--- src/rtl/rv64i_pkg.sv ---
// Shared constants for the rv64i instruction-fetch front end.
//   XLEN      : PC / address width
//   ILEN      : instruction width
//   NOP_INSTR : canonical "addi x0,x0,0", shown on deq_instr when the head is empty
//   PC_STEP   : fetch stride in bytes
//   align_pc  : clears the two low PC bits (all fetches are word aligned)
package rv64i_pkg;

  localparam int XLEN = 64;
  localparam int ILEN = 32;

  localparam logic [ILEN-1:0] NOP_INSTR = 32'h0000_0013;
  localparam logic [XLEN-1:0] PC_STEP   = 64'd4;

  function automatic logic [XLEN-1:0] align_pc(input logic [XLEN-1:0] pc);
    return {pc[XLEN-1:2], 2'b00};
  endfunction

endpackage

--- src/rtl/rv64i_fq_storage.sv ---
// Ring of DEPTH fetch entries {pc, instr, filled}.
//   clk, reset        : clock, asynchronous active-low reset
//   flush             : drop every entry and rewind all pointers
//   alloc_en/alloc_pc : reserve the tail entry for a newly accepted fetch
//   fill_en/fill_instr: write the oldest reserved-but-unfilled entry
//   pop_en            : retire the head entry
//   head_valid/pc/instr: head entry contents (head_valid = head has data)
//   count             : reserved entries (filled + awaiting data)
//   unfilled          : reserved entries still awaiting data
module rv64i_fq_storage
  import rv64i_pkg::*;
#(
  parameter int DEPTH = 4
) (
  input  logic                       clk,
  input  logic                       reset,
  input  logic                       flush,
  input  logic                       alloc_en,
  input  logic [XLEN-1:0]            alloc_pc,
  input  logic                       fill_en,
  input  logic [ILEN-1:0]            fill_instr,
  input  logic                       pop_en,
  output logic                       head_valid,
  output logic [XLEN-1:0]            head_pc,
  output logic [ILEN-1:0]            head_instr,
  output logic [$clog2(DEPTH+1)-1:0] count,
  output logic [$clog2(DEPTH+1)-1:0] unfilled
);

  localparam int PW = $clog2(DEPTH);
  localparam int CW = $clog2(DEPTH+1);

  logic [PW-1:0]   head_ptr_reg, tail_ptr_reg, fill_ptr_reg;
  logic [CW-1:0]   count_reg, unfilled_reg;
  logic [DEPTH-1:0] filled_reg, filled_next;

  logic [XLEN-1:0] pc_mem    [DEPTH];
  logic [ILEN-1:0] instr_mem [DEPTH];

  // The three ports never target the same slot in one cycle in legal
  // operation (head is filled, fill slot is not, tail is free), so the
  // priority order below only matters for robustness.
  genvar gi;
  generate
    for (gi = 0; gi < DEPTH; gi++) begin : g_flag
      assign filled_next[gi] =
        (pop_en   && head_ptr_reg == PW'(gi)) ? 1'b0 :
        (fill_en  && fill_ptr_reg == PW'(gi)) ? 1'b1 :
        (alloc_en && tail_ptr_reg == PW'(gi)) ? 1'b0 :
        filled_reg[gi];
    end
  endgenerate

  always_ff @(posedge clk or negedge reset) begin
    if (!reset) begin
      head_ptr_reg <= '0;
      tail_ptr_reg <= '0;
      fill_ptr_reg <= '0;
      count_reg    <= '0;
      unfilled_reg <= '0;
      filled_reg   <= '0;
    end else if (flush) begin
      head_ptr_reg <= '0;
      tail_ptr_reg <= '0;
      fill_ptr_reg <= '0;
      count_reg    <= '0;
      unfilled_reg <= '0;
      filled_reg   <= '0;
    end else begin
      // DEPTH is a power of two, so natural pointer overflow wraps the ring.
      if (alloc_en) tail_ptr_reg <= tail_ptr_reg + PW'(1);
      if (fill_en)  fill_ptr_reg <= fill_ptr_reg + PW'(1);
      if (pop_en)   head_ptr_reg <= head_ptr_reg + PW'(1);
      count_reg    <= count_reg    + CW'(alloc_en) - CW'(pop_en);
      unfilled_reg <= unfilled_reg + CW'(alloc_en) - CW'(fill_en);
      filled_reg   <= filled_next;
    end
  end

  // Payload needs no reset: the filled flags qualify everything read out.
  always_ff @(posedge clk) begin
    if (alloc_en) pc_mem[tail_ptr_reg]    <= alloc_pc;
    if (fill_en)  instr_mem[fill_ptr_reg] <= fill_instr;
  end

  assign head_valid = filled_reg[head_ptr_reg];
  assign head_pc    = pc_mem[head_ptr_reg];
  assign head_instr = head_valid ? instr_mem[head_ptr_reg] : NOP_INSTR;
  assign count      = count_reg;
  assign unfilled   = unfilled_reg;

endmodule

--- src/rtl/rv64i_fetch_queue.sv ---
// Instruction prefetch queue between instruction memory and decode.
//   clk, reset               : clock, asynchronous active-low reset
//   redirect_valid/pc        : flush and restart fetch at redirect_pc (word aligned)
//   halt                     : stop fetching (sticky until reset)
//   imem_req_valid/ready/addr: fetch request channel
//   imem_rsp_valid/data      : in-order fetch responses
//   deq_valid/ready/pc/instr : in-order {pc, instr} hand-off to decode
//   count                    : reserved entries (filled + awaiting data)
//   halted                   : halt latched, queue empty, nothing outstanding
module rv64i_fetch_queue
  import rv64i_pkg::*;
#(
  parameter int              DEPTH    = 4,
  parameter logic [XLEN-1:0] RESET_PC = '0
) (
  input  logic                       clk,
  input  logic                       reset,
  input  logic                       redirect_valid,
  input  logic [XLEN-1:0]            redirect_pc,
  input  logic                       halt,
  output logic                       imem_req_valid,
  input  logic                       imem_req_ready,
  output logic [XLEN-1:0]            imem_req_addr,
  input  logic                       imem_rsp_valid,
  input  logic [ILEN-1:0]            imem_rsp_data,
  output logic                       deq_valid,
  input  logic                       deq_ready,
  output logic [XLEN-1:0]            deq_pc,
  output logic [ILEN-1:0]            deq_instr,
  output logic [$clog2(DEPTH+1)-1:0] count,
  output logic                       halted
);

  localparam int CW = $clog2(DEPTH+1);

  logic [XLEN-1:0] fetch_pc_reg;
  logic [CW-1:0]   drop_cnt_reg;
  logic            halt_reg;

  logic [CW-1:0]   unfilled;
  logic [CW:0]     reserved;
  logic            req_fire, rsp_drop, fill_en, pop_en;

  // Slots already promised either to live entries or to responses that
  // will be thrown away after a redirect.
  assign reserved = {1'b0, count} + {1'b0, drop_cnt_reg};

  // Gating with reset keeps the request line low while reset is held.
  assign imem_req_valid = reset && !halt && !halt_reg && !redirect_valid &&
                          (reserved < (CW+1)'(DEPTH));
  assign imem_req_addr  = fetch_pc_reg;
  assign req_fire       = imem_req_valid && imem_req_ready;

  // Stale responses are consumed first; a redirect discards even a
  // response that would otherwise have filled an entry.
  assign rsp_drop = imem_rsp_valid && (drop_cnt_reg != '0);
  assign fill_en  = imem_rsp_valid && (drop_cnt_reg == '0) && !redirect_valid;
  assign pop_en   = deq_valid && deq_ready && !redirect_valid;

  rv64i_fq_storage #(.DEPTH(DEPTH)) u_storage (
    .clk        (clk),
    .reset      (reset),
    .flush      (redirect_valid),
    .alloc_en   (req_fire),
    .alloc_pc   (fetch_pc_reg),
    .fill_en    (fill_en),
    .fill_instr (imem_rsp_data),
    .pop_en     (pop_en),
    .head_valid (deq_valid),
    .head_pc    (deq_pc),
    .head_instr (deq_instr),
    .count      (count),
    .unfilled   (unfilled)
  );

  always_ff @(posedge clk or negedge reset) begin
    if (!reset) begin
      fetch_pc_reg <= RESET_PC;
      drop_cnt_reg <= '0;
      halt_reg     <= 1'b0;
    end else begin
      if (halt) halt_reg <= 1'b1;
      if (redirect_valid) begin
        // Every fetch still in flight becomes stale; a response arriving
        // this very cycle is already one of them and is gone now.
        drop_cnt_reg <= drop_cnt_reg + unfilled - CW'(imem_rsp_valid);
        fetch_pc_reg <= align_pc(redirect_pc);
      end else begin
        if (rsp_drop) drop_cnt_reg <= drop_cnt_reg - CW'(1);
        if (req_fire) fetch_pc_reg <= fetch_pc_reg + PC_STEP;
      end
    end
  end

  assign halted = halt_reg && (count == '0) && (drop_cnt_reg == '0);

`ifndef SYNTHESIS
  // Memory may only answer requests it has accepted.
  rsp_has_owner: assert property (@(posedge clk) disable iff (!reset)
    imem_rsp_valid |-> (drop_cnt_reg != '0 || unfilled != '0));
`endif

endmodule

--- config.mk ---
export PLATFORM = sky130hd
export DESIGN_NAME = rv64i_fetch_queue
export DESIGN_NICKNAME = d
export VERILOG_FILES = /design/src/rtl/rv64i_pkg.sv /design/src/rtl/rv64i_fq_storage.sv /design/src/rtl/rv64i_fetch_queue.sv
export SDC_FILE = /design/constraint.sdc
export NUM_CORES = 1
export LEC_CHECK = 0
export CELL_PAD_IN_SITES_DETAIL_PLACEMENT = 0
export CELL_PAD_IN_SITES_GLOBAL_PLACEMENT = 1
export CORE_MARGIN = 5
export CORE_UTILIZATION = 50
export DETAILED_ROUTE_END_ITERATION = 12
export PLACE_DENSITY = 0.89
export RECOVER_POWER = 25
export SLEW_MARGIN = 20
export SYNTH_ARGS = -nofsm -noshare
export SYNTH_HDL_FRONTEND = slang
export SYNTH_HIERARCHICAL = 1
export SYNTH_SLANG_ARGS = --single-unit
--- constraint.sdc ---
create_clock -name clk -period 6.8 [get_ports clk]
set_clock_uncertainty 0.05 [all_clocks]
set_input_delay 1.36 -clock clk [delete_from_list [all_inputs] [get_ports clk]]
set_output_delay 1.36 -clock clk [all_outputs]
set_load 0.005 [all_outputs]
-- After elaboration in Yosys (flattened, before gate mapping)
Memories as Yosys holds them, arrays and structs flattened.
Cells that the tools add are included.
Widths: inputs -> output; s select.
- magnitude comparators: 2
- shift-type cells: 0
- bitwise logic cells: 0
- multipliers: 0
- equality and inequality tests: 9
- multiplexer cells: 32
- reductions and logical operators: 41
- div/mod/pow operators: 0
- $add $sub $neg: 12
- operators with widths (operator ; count):
    $mux 64 ; 2
    $add 64x3->64 const B ; 1
    $mux 32 ; 1
    $logic_and 1x1->1 ; 24
    $mux 1 ; 17
    $reduce_bool 4->1 ; 4
    $eq 2x2->1 const B ; 6
    $mux 2 ; 6
    $mux 3 ; 4
    $sub 3x1->3 ; 3
    $reduce_bool 2->1 ; 4
    $add 2x1->2 const B ; 3
    $add 3x1->3 ; 2
    $eq 2x1->1 const B ; 3
    $logic_not 2->1 ; 3
    $logic_not 3->1 ; 2
    $add 3x3->4 ; 1
    $lt 4x3->1 const B ; 1
    $mux 4 ; 1
    $add 3x3->3 ; 1
    $logic_not 1->1 ; 3
    $lt 2x3->1 const B ; 1
    $reduce_bool 3->1 ; 1
    $sub 3x1->3 const B ; 1
    $bmux 1 s2 ; 1
- RAM bits: 384
- output and inout port bits: 166
- input port bits: 103
- word-level logic and storage cells: 110
- latch bits: 0
- memories: 2
- register bits after elaboration: 84
- bits in read-only memories: 0
- memories (name ; words ; bits a word ; rd ports ; clocked after memory_dff ; wr ports ; line ; text):
    u_storage.pc_mem ; 4 ; 64 ; 1 ; 0 ; 1 ; rv64i_fq_storage.sv:37 ; logic [XLEN-1:0] pc_mem [DEPTH];
    u_storage.instr_mem ; 4 ; 32 ; 1 ; 0 ; 1 ; rv64i_fq_storage.sv:38 ; logic [ILEN-1:0] instr_mem [DEPTH];

-- Depth between registers and ports, before layout
Gate-level depths: netlist (run 1).
- depth in word-level cells: 11
- mapped depth: 15

-- Modules after synthesis
The synthesis (run 1) kept the hierarchy.
- by module, submodules not included (module ; area an instance (µm²) ; cells an instance ; times used):
    rv64i_fq_storage ; 15159.5 ; 626 ; 1
    rv64i_fetch_queue ; 4275.4 ; 508 ; 1

-- Worst setup path after synthesis (run 1)
Ideal clock, no wire load.
- kind: input-to-reg
- from: input port halt
- to: memory u_storage.pc_mem[0][0], enable pin
- path buffers: 3
- cell stages on the path: 7
- path slack: 1.902 ns
- arrival time: 4.420 ns
- path through: nor4_1 -> nand4_1 -> inv_1 -> clkbuf_1 -> clkbuf_1 -> clkbuf_1 -> and2_1
- cells in the longest elaborated chain, start to end: 8
- ends and longest elaborated chain (element ; line ; text):
    start: declaration ; rv64i_fetch_queue.sv:20 ; input logic halt,
    $logic_not 1->1 ; rv64i_fetch_queue.sv:49 ; assign imem_req_valid = reset && !halt && !halt_reg && !redirect_valid &&
    $logic_and 1x1->1 (4 in a row) ; rv64i_fetch_queue.sv:49 ;
    $logic_and 1x1->1 ; rv64i_fetch_queue.sv:52 ; assign req_fire = imem_req_valid && imem_req_ready;
    named net req_fire ; rv64i_fetch_queue.sv:42 ; logic req_fire, rsp_drop, fill_en, pop_en;
    $mux 1 ; rv64i_fq_storage.sv:82 ; if (alloc_en) pc_mem[tail_ptr_reg] <= alloc_pc;
    $mux 1 (implied by the code) ; rv64i_fq_storage.sv:82 ;
    end: declaration ; rv64i_fq_storage.sv:37 ;
The timed path passes the listed nets, and every way through them passes these cells.

-- Worst setup path in the final report (run 1)
- from: input port reset
- to: output port imem_req_valid
- cells in the longest elaborated chain, start to end: 4
- ends and longest elaborated chain (element ; line ; text):
    start: declaration ; rv64i_fetch_queue.sv:17 ; input logic reset,
    $logic_and 1x1->1 (4 in a row) ; rv64i_fetch_queue.sv:49 ;
    end: declaration ; rv64i_fetch_queue.sv:21 ; output logic imem_req_valid,
Every way passes these cells.

==> results.md, run 1 <==
* DR WL/cell at 23.8 microns
* Max-Cap Viols at 1
* Filler Cells Inserted at 2826
* Die Y-Extent at 207 microns
* Slew @ Worst Pin at roughly 1.6 ns
* Leakage at 8.15 nW
* H-tree Lvls at 2
* CTS tree: yes
* Dpl cell area at 0.0225 sq mm
* Logic pwr share at 7.6%
* IR drop worst, VDD at 0.000205 V
* Setup bufs post-CTS at 0
* Family with the most delay on the worst path: buffers and inverters
* WP data arrival at between 3 and 4 ns
* RSZ-0062 raised after global routing: false
* CTS root buf: clkbuf_16
* Clk sinks at 466
* Seq cells post-synth at 466
* Multi-input logic area at between 0.005 and 0.006 sq mm
* Sequential share of power at between 50% and 60%
* Pint at 5.02 mW
* Sequential fraction of the synthesis area at 69.9%
* Fin crit period at 5.00 ns
* Hold WC Path Type: reg -> reg
* Synth Area in Compound Gates at roughly 4.2%
* Hold bufs inserted after CTS at 0
* Commonest non-fill, non-tap cells in the layout: 384 x edfxtp_1, 261 x clkdlybuf4s50_1, 97 x mux4_2, 86 x nand2_1, 80 x dfrtp_1
* Vias in the first global route at 11.7k
* PwrDens at 266 mW/mm^2
* Cells along the critical path: clkbuf_1, nor3b_1, and3_1, clkdlybuf4s50_1
* Hold Fails Final Rpt at 0
* Hold Path Depth at 1
* Crit path required time at between 5 and 6 ns
* Crit-path max FO at 24
* Synth Area in Simple Gates at 8.53%
* Sw power at 1.38 mW
* Crit path capture type: primary output
* Clk_lat worst skew at 0.57 ns
* Status: complete, but fails checks
* Post-synth EDFFs at 384
* Initial drt markers at 866
* DR vias/cell at 5.80
* Slew HR at -9.37%
* Fin crit share at around 74%
* FF/Latch Area at 0.0136 sq mm
* WHS at 0.464 ns
* Drt drc at 0
* Final setup fails at 0
* Clock transition at path regs at 0.06 ns
* ANT nets after route at 0
* Reg with most FFs: u_storage/pc_mem
* Violated checks: max-capacitance violations, max-slew violations
* First-pass GRT wire length at 72700 microns
* Grt ovf at 0
* Worst path bufs/invs at 2
* Hpwl dp at 28700 microns
* R2R cell count at 9
* GPL Wtd Cong at 0.758
* Syn. warnings at 6
* Net Sw Frac at 21.6%
* Design area at 0.0241 sq mm
* Critical-path top delay cell: clkbuf_1
* Num CTS Buffers at 47
* Row cnt at 72
* Vias at 11.4k
* Synth Area in Adders at 1.85%
* Post-Synthesis Cells at 1134
* Worst path depth at 4
* Die area at ~0.043 sq mm
* FMAX at approximately 200 MHz
* Port Buf Inserts at ~260
* Fraction of layout cells with a size suffix above 1 at 16.0%
* Initial antenna violation count at 5
* Dominant synthesized flop cell: edfxtp_1
* Share of the synthesized area in the top cell type at 59.3%
* Post-Syn Area at just under 0.02 sq mm
* Max reg flops at 256
* Clock network fraction of design power at 40.9%
* Max incr delay on CP at 1.16 ns
* Asr flop ratio synth at 17.6%
* Core Box Area at 0.0386 sq mm
* Pin count of the biggest net entering global routing at 73
* Most area-hungry cell type in the Yosys netlist: edfxtp_1
* First-pass DRT Iterations at 5
* Proportion of synthesized area in mux cells at 11.8%
* Setup_tns at 0 ns
* Synth area leaders: edfxtp_1 59%, mux4_2 11%, dfrtp_1 11%, nand2_1 1.7%, ha_1 1.5%
* Ports at 269
* XOR/XNOR Fraction of Synth Area at under 10%
* Layout area overhead at 24.1%
* Die W at 207 microns
* CTS Buffer Depth at 3
* Post_cts resized at 0
* Largest family of logic cells by synthesized area: multiplexers
* Startpoint Class: primary input
* Yosys cell types at 59
* Initial Utilization at 50.4%
* Final wirelength at 46800 microns
* GRT Util Overall at a little over a fifth
* Final net count at 1541
* Max-slew violations at 25
* Most common cell after layout, fill and taps aside: edfxtp_1
* Synth Area per Inst at about 17 sq um
* Critical setup path kind: in -> out
-- path summary, 6_finish.rpt --
check / from / to / slack (ns)
min in group asynchronous: reset / imem_req_addr[36] / 1.15
setup reg to reg: u_storage/head_ptr_reg[1] / u_storage/count[2] / 2.92
max in group asynchronous: reset / u_storage/head_ptr_reg[0] / 3.83
hold / removal: halt_reg / halt_reg / 0.46
hold reg to reg: halt_reg / halt_reg / 0.46
setup / recovery: reset / imem_req_valid / 1.80
-- power by group through the flow --
stage / Combinational [mW] / Sequential, mW / Clock, mW
floorplan: 0.248 / 3.31 / 0
global placement: 0.484 / 3.35 / 0
detailed placement: 0.491 / 3.36 / 0
CTS: 0.495 / 3.30 / 2.68
global route: 0.534 / 3.31 / 2.79
finish: 0.488 / 3.30 / 2.62
-- logic make-up after synthesis --
| kind of cell | Yosys count |
|---|---|
| AOI/OAI and AO/OA | 126 |
| xor gates and xnor gates | 27 |
| adders and majority gates | 27 |
| buffers and inverters | 86 |
| DFF | 466 |
| muxes | 108 |
| other | 1 |
| and+or+nand+nor | 293 |
-- metrics by stage --
step | setup slack [ns] | utilization, % | power (mW) | instances
after floorplan | 1.90 | - | 3.56 | 1143
after global placement | 2.43 | 58.5 | 3.83 | 1880
after detailed placement | 2.42 | 58.5 | 3.85 | 1880
after CTS | 1.79 | 62.5 | 6.47 | 1964
after global routing | 1.54 | 62.6 | 6.64 | 1964
final | 1.80 | 62.6 | 6.41 | 1965
-- cells in the mapped netlist (24+ instances only) --
library cell,count
mux4_2,97
ha_1,24
nand3_1,32
edfxtp_1,384
dfrtp_1,82
clkbuf_1,24
nand2_1,86
nor2_1,36
o21ai_0,42
nand4_1,24
and2_4,29
inv_1,31
-- cell type report --
type / instances / area share (%)
multi-input combinational: 591 / 22.7
tap: 518 / 2.69
clock inverter: 21 / 0.975
inverter: 31 / 0.482
timing repair buffer: 274 / 11.3
antenna: 1 / 0.0104
clock buffer: 63 / 5.55
sequential: 466 / 56.3
-- metal layers --
| layer | vias up | track usage, % | routed length, microns | share of wire, % |
|---|---|---|---|---|
| met4 | 8 | 6.61 | 1320 | 2.8 |
| met3 | 82 | 5.01 | 3330 | 7.1 |
| met5 | - | 0 | 55 | 0.12 |
| met1 | 5847 | 30.5 | 19500 | 42 |
| met2 | 440 | 34.5 | 22600 | 48 |
| li1 | 5028 | - | - | - |
No activity file was read; power rests on OpenSTA's default activity.
==> run 2: changes to the inputs <==
--- a/config.mk
+++ b/config.mk
@@ -8,9 +8,9 @@
 export CELL_PAD_IN_SITES_DETAIL_PLACEMENT = 0
 export CELL_PAD_IN_SITES_GLOBAL_PLACEMENT = 1
 export CORE_MARGIN = 5
-export CORE_UTILIZATION = 50
+export CORE_UTILIZATION = 46
 export DETAILED_ROUTE_END_ITERATION = 12
-export PLACE_DENSITY = 0.89
+export PLACE_DENSITY = 0.83
 export RECOVER_POWER = 25
 export SLEW_MARGIN = 20
 export SYNTH_ARGS = -nofsm -noshare
==> constraint.sdc (replaced) <==
create_clock -name clk -period 4.9 [get_ports clk]
set_clock_uncertainty 0.05 [all_clocks]
set_input_delay 0.98 -clock clk [delete_from_list [all_inputs] [get_ports clk]]
set_output_delay 0.98 -clock clk [all_outputs]
set_load 0.005 [all_outputs]
==> run 2 against run 1 <==
Largest power group unchanged. Global-route usage down 1.3 points. Non-clock buffer count up 11. Sequential cell count unchanged. Die area up 8.3%. Final area up 0.52%. Highest routed layer unchanged. First-iteration DRC count up 14%. Combinational power up 41%. The run still ends with max-capacitance violations, max-slew violations left. Via count down 0.17%. Wire length up 1.4%. Power up 38%. Register-to-register slack worse by 1.5 ns. Largest cell class unchanged.
==> results.md, run 2 (same netlist as run 1, synthesis figures left out) <==
* Status: complete, but fails checks
* Violated checks: max-capacitance violations, max-slew violations
* Filler Cells Inserted at 3239
* Setup_tns at 0 ns
* Critical setup path kind: reg -> out
* Vias in the first global route at 11.7k
* Hold Path Depth at 1
* CTS Buffer Depth at 3
* Final WS setup at 0.732 ns
* FMAX at 240 MHz
* H-tree Lvls at 2
* Place WS at 1.08 ns
* Hpwl dp at ~30000 microns
* Initial antenna violation count at 3
* Pin count of the biggest net entering global routing at 101
* PwrDens at 365 mW/mm^2
* Commonest non-fill, non-tap cells in the layout: 384 x edfxtp_1, 262 x clkdlybuf4s50_1, 97 x mux4_2, 86 x nand2_1, 80 x dfrtp_1
* Crit-path max FO at 27
* R2R cell count at 9
* Util after Layout at 57.9%
* Fin crit share at 85.1%
* Num CTS Buffers at 48
* Reg with most FFs: u_storage/pc_mem
* Port Buf Inserts at between 200 and 300
* Clk_lat worst skew at ~0.56 ns
* Die Y-Extent at between 200 and 250 microns
* Slew HR at -38.7%
* Leakage at 8.20 nW
* Die area at ~0.046 sq mm
* Initial drt markers at 988
* Clock transition at path regs at 0.06 ns
* Drt drc at 0
* Max-slew violations at 36
* Final wirelength at 47400 microns
* Crit path required time at between 3 and 4 ns
* Startpoint Class: flip-flop
* Final net count at about 1.6k
* Hold WC Path Type: reg -> reg
* Setup bufs post-CTS at 0
* Dpl cells at 1912
* IR drop worst, VDD at 0.000300 V
* Clk sinks at 466
* Design area at 0.0242 sq mm
* Dpl cell area at 0.0227 sq mm
* Row cnt at 75
* RSZ-0062 raised after global routing: false
* First-pass DRT Iterations at 5
* Die W at 216 microns
* DR vias/cell at 5.70
* Multi-input logic area at 0.00546 sq mm
* Grt ovf at 0
* Final setup fails at 0
* Fraction of layout cells with a size suffix above 1 at 16.1%
* Most common cell after layout, fill and taps aside: edfxtp_1
* Post_cts resized at 0
* First-pass GRT wire length at 72900 microns
* ANT nets after route at 0
* DR WL/cell at 23.7 microns
* Crit path capture type: primary output
* FF/Latch Area at 0.0136 sq mm
* CTS root buf: clkbuf_16
* GRT Util Overall at approximately a fifth
* GPL Wtd Cong at 0.775
* PnR Total Power at about 8.8 mW
* WP data arrival at approximately 3.1 ns
* Slew @ Worst Pin at ~2.1 ns
* CTS tree: yes
* Antenna Cells at 0
* Vias at 11.4k
* WHS at 0.468 ns
* Max-Cap Viols at 1
* Initial Utilization at 46.4%
* Non-Filler Instances at roughly 2k
* Hold Fails Final Rpt at 0
* Core Box Area at 0.0419 sq mm
* Ports at 269
* Max reg flops at 256
* Hold bufs inserted after CTS at 0
* Fin crit period at approximately 4.2 ns
* Layout area overhead at 24.8%
## run 2: layout make-up
type                    count  area share [%]
repair buffers            285            11.8
clock inverters            21           0.934
clock buffers              66            5.44
inverters                  31           0.480
well taps                 539            2.78
flip-flops and latches    466            56.1
multi-input cells         591            22.5
## run 2: critical path, cell delays in order, from the launching register on
cell and delay [ns]:
dfrtp_4 0.76, buf_4 0.57, mux4_2 0.56, or2b_1 0.22
clkdlybuf4s50_1 0.44
## run 2: final timing paths
kind | slack (ns) | startpoint | to
min in group asynchronous | 1.30 | reset | imem_req_addr[62]
setup reg to reg | 1.40 | u_storage/head_ptr_reg[0] | u_storage/count[2]
hold / removal | 0.47 | halt_reg | halt_reg
setup / recovery | 0.73 | u_storage/head_ptr_reg[0] | deq_instr[4]
max in group asynchronous | 1.82 | reset | u_storage/head_ptr_reg[0]
hold reg to reg | 0.47 | halt_reg | halt_reg
## run 2: metal layers
metal	track usage, %	wire (microns)
met1	28.2	20000
met4	5.48	941
met2	33.0	23200
met3	4.75	3240
met5	0	47
## run 2: power by group
part | internal, mW | total (mW) | switching [mW]
sequential | 4.41 | 4.58 | 0.165
combinational | 0.390 | 0.689 | 0.299
clock | 2.14 | 3.58 | 1.44
==> run 3: changes to the inputs <==
--- a/config.mk
+++ b/config.mk
@@ -9,6 +9,7 @@
 export CELL_PAD_IN_SITES_GLOBAL_PLACEMENT = 1
 export CORE_MARGIN = 5
 export CORE_UTILIZATION = 46
+export CTS_CLUSTER_DIAMETER = 150
 export DETAILED_ROUTE_END_ITERATION = 12
 export PLACE_DENSITY = 0.83
 export RECOVER_POWER = 25
==> constraint.sdc (replaced) <==
create_clock -name clk -period 4 [get_ports clk]
set_clock_uncertainty 0.05 [all_clocks]
set_input_delay 0.8 -clock clk [delete_from_list [all_inputs] [get_ports clk]]
set_output_delay 0.8 -clock clk [all_outputs]
set_load 0.005 [all_outputs]
==> run 3 against run 2 <==
The run still ends with max-capacitance violations, max-slew violations left. Wire length rose by 0.60%. Via count rose by 0.51%. Die area did not move. Hold slack got worse by 0.0061 ns. Critical endpoint unchanged. Largest cell class unchanged. Largest power group unchanged. Highest routed layer is now met4.
==> results.md, run 3 (same netlist as run 1, synthesis figures left out) <==
* Status: complete, but fails checks
* Violated checks: max-capacitance violations, max-slew violations
* RSZ-0062 raised after global routing: false
* Die W at 216 microns
* Reg with most FFs: u_storage/pc_mem
* Util after Layout at 57.8%
* Hold_sp: halt_reg
* Die area at ~0.046 sq mm
* Hold WC Path Type: reg -> reg
* PwrDens at 439 mW/mm^2
* Max incr delay on CP at 0.67 ns
* First-pass GRT wire length at roughly 73000 microns
* GPL Wtd Cong at 0.769
* Critical-path top delay cell: buf_4
* Clk_lat worst skew at 0.57 ns
* DR WL/cell at between 20 and 25 microns
* Worst Hold Endpoint: halt_reg
* Final wirelength at about 48000 microns
* Initial drt markers at about 1.1k
* First-pass DRT Iterations at 5
* Setup_tns at 0 ns
* Grt ovf at 0
* Final WS setup at 0.311 ns
* Critical setup path kind: reg -> out
* Crit-path max FO at 60
* Clock transition at path regs at 0.06 ns
* Max-Cap Viols at 1
* Setup slack, reg-to-reg at 0.83 ns
* Hold Path Depth at 1
* Commonest non-fill, non-tap cells in the layout: 384 x edfxtp_1, 262 x clkdlybuf4s50_1, 97 x mux4_2, 86 x nand2_1, 80 x dfrtp_1
* Num CTS Buffers at 47
* Cells along the critical path: buf_4, mux4_2, or2b_1, clkdlybuf4s50_1
* WHS at 0.462 ns
* Hold Fails Final Rpt at 0
* FMAX at 271 MHz
* Leakage at 8.18 nW
* CTS root buf: clkbuf_16
* Port Buf Inserts at 264
* Initial Utilization at 46.4%
* Hold bufs inserted after CTS at 0
* Pin count of the biggest net entering global routing at 68
* Final net count at 1560
* Post_cts resized at 0
* ANT nets after route at 0
* GRT Util Overall at 20.4%
* Clk sinks at 466
* IR drop worst, VDD at 0.000321 V
* Final setup fails at 0
* Fin crit share at between 90 and 100%
* H-tree Lvls at 2
* Fin crit period at roughly 3.7 ns
* DR vias/cell at 5.70
* Worst path bufs/invs at 2
* R2R cell count at 6
* R2r endpoint: imem_req_addr[58]
* Startpoint Class: flip-flop
* CTS Buffer Depth at 3
* Fraction of layout cells with a size suffix above 1 at between 10% and 20%
* Setup bufs post-CTS at 0
* Layout area overhead at 24.5%
* Vias in the first global route at 11.6k
* Drt drc at 0
* Antenna Cells at 0
* CTS tree: yes
* Ports at 269
* Max reg flops at 256
* Crit path required time at 3.15 ns
* Die Y-Extent at 216 microns
* Slew @ Worst Pin at 1.89 ns
* Initial antenna violation count at 0
* Place WS at just under 0.5 ns
* Slew HR at -26.0%
* Max-slew violations at 33
* Core Box Area at around 0.042 sq mm
* Family with the most delay on the worst path: buffers and inverters
* WP data arrival at 2.84 ns
* Reg2Reg Launch Point: imem_req_addr[27]
* Crit path capture type: primary output
* Vias at roughly 11k
* Hpwl dp at 30700 microns
* Row cnt at between 70 and 80
* Most common cell after layout, fill and taps aside: edfxtp_1
==> run 3: report_power, final <==
| part | switching [mW] | internal [mW] | total (mW) |
|---|---|---|---|
| registers | 0.196 | 5.40 | 5.60 |
| clock network | 1.75 | 2.41 | 4.16 |
| logic | 0.374 | 0.480 | 0.855 |
==> run 3: worst register-to-register path, cell delays in order (launching register included) <==
cell and delay, ns:
dfrtp_1 0.32, clkbuf_1 0.45, nand4_1 0.32, nor3_1 0.77
nand3_1 0.46, nor3_1 0.32, mux2_2 0.36
==> run 3: worst max path at each step <==
| stage | depth (start not counted) | from | endpoint |
|---|---|---|---|
| 2_1_floorplan | 7 | halt | u_storage/pc_mem[2][0] |
| 3_3_place_gp | 8 | halt | u_storage/pc_mem[2][47] |
| 3_5_place_dp | 8 | halt | u_storage/pc_mem[3][46] |
| 4_1_cts | 4 | u_storage/head_ptr_reg[1] | deq_instr[4] |
| 5_1_grt | 4 | u_storage/head_ptr_reg[0] | deq_instr[4] |
| 6_report | 4 | u_storage/head_ptr_reg[1] | deq_instr[4] |
==> run 3: through the flow <==
step | area, sq um | power [mW] | std cells
after floorplan | 19500 | 6.06 | 1143
after global placement | 22800 | 6.54 | 1920
after detailed placement | 22800 | 6.56 | 1920
after CTS | 24200 | 10.7 | 2006
after global routing | 24200 | 11.0 | 2006
final | 24200 | 10.6 | 2006
==> run 3: layer usage <==
layer | up-vias | track usage [%] | wire (microns)
met5 | - | 0 | 0
met4 | 0 | 5.87 | 1020
met3 | 72 | 4.05 | 3100
met2 | 419 | 32.4 | 23200
met1 | 5893 | 28.9 | 20400
li1 | 5060 | - | -
==> run 3: area by class of cell <==
class	instances	area (sq um)
Inverter	31	116
Tap cell	539	674
Timing Repair Buffer	293	2900
Fill cell	3177	17700
Clock inverter	19	138
Multi-Input combinational cell	591	5460
Clock buffer	67	1310
Sequential cell	466	13600
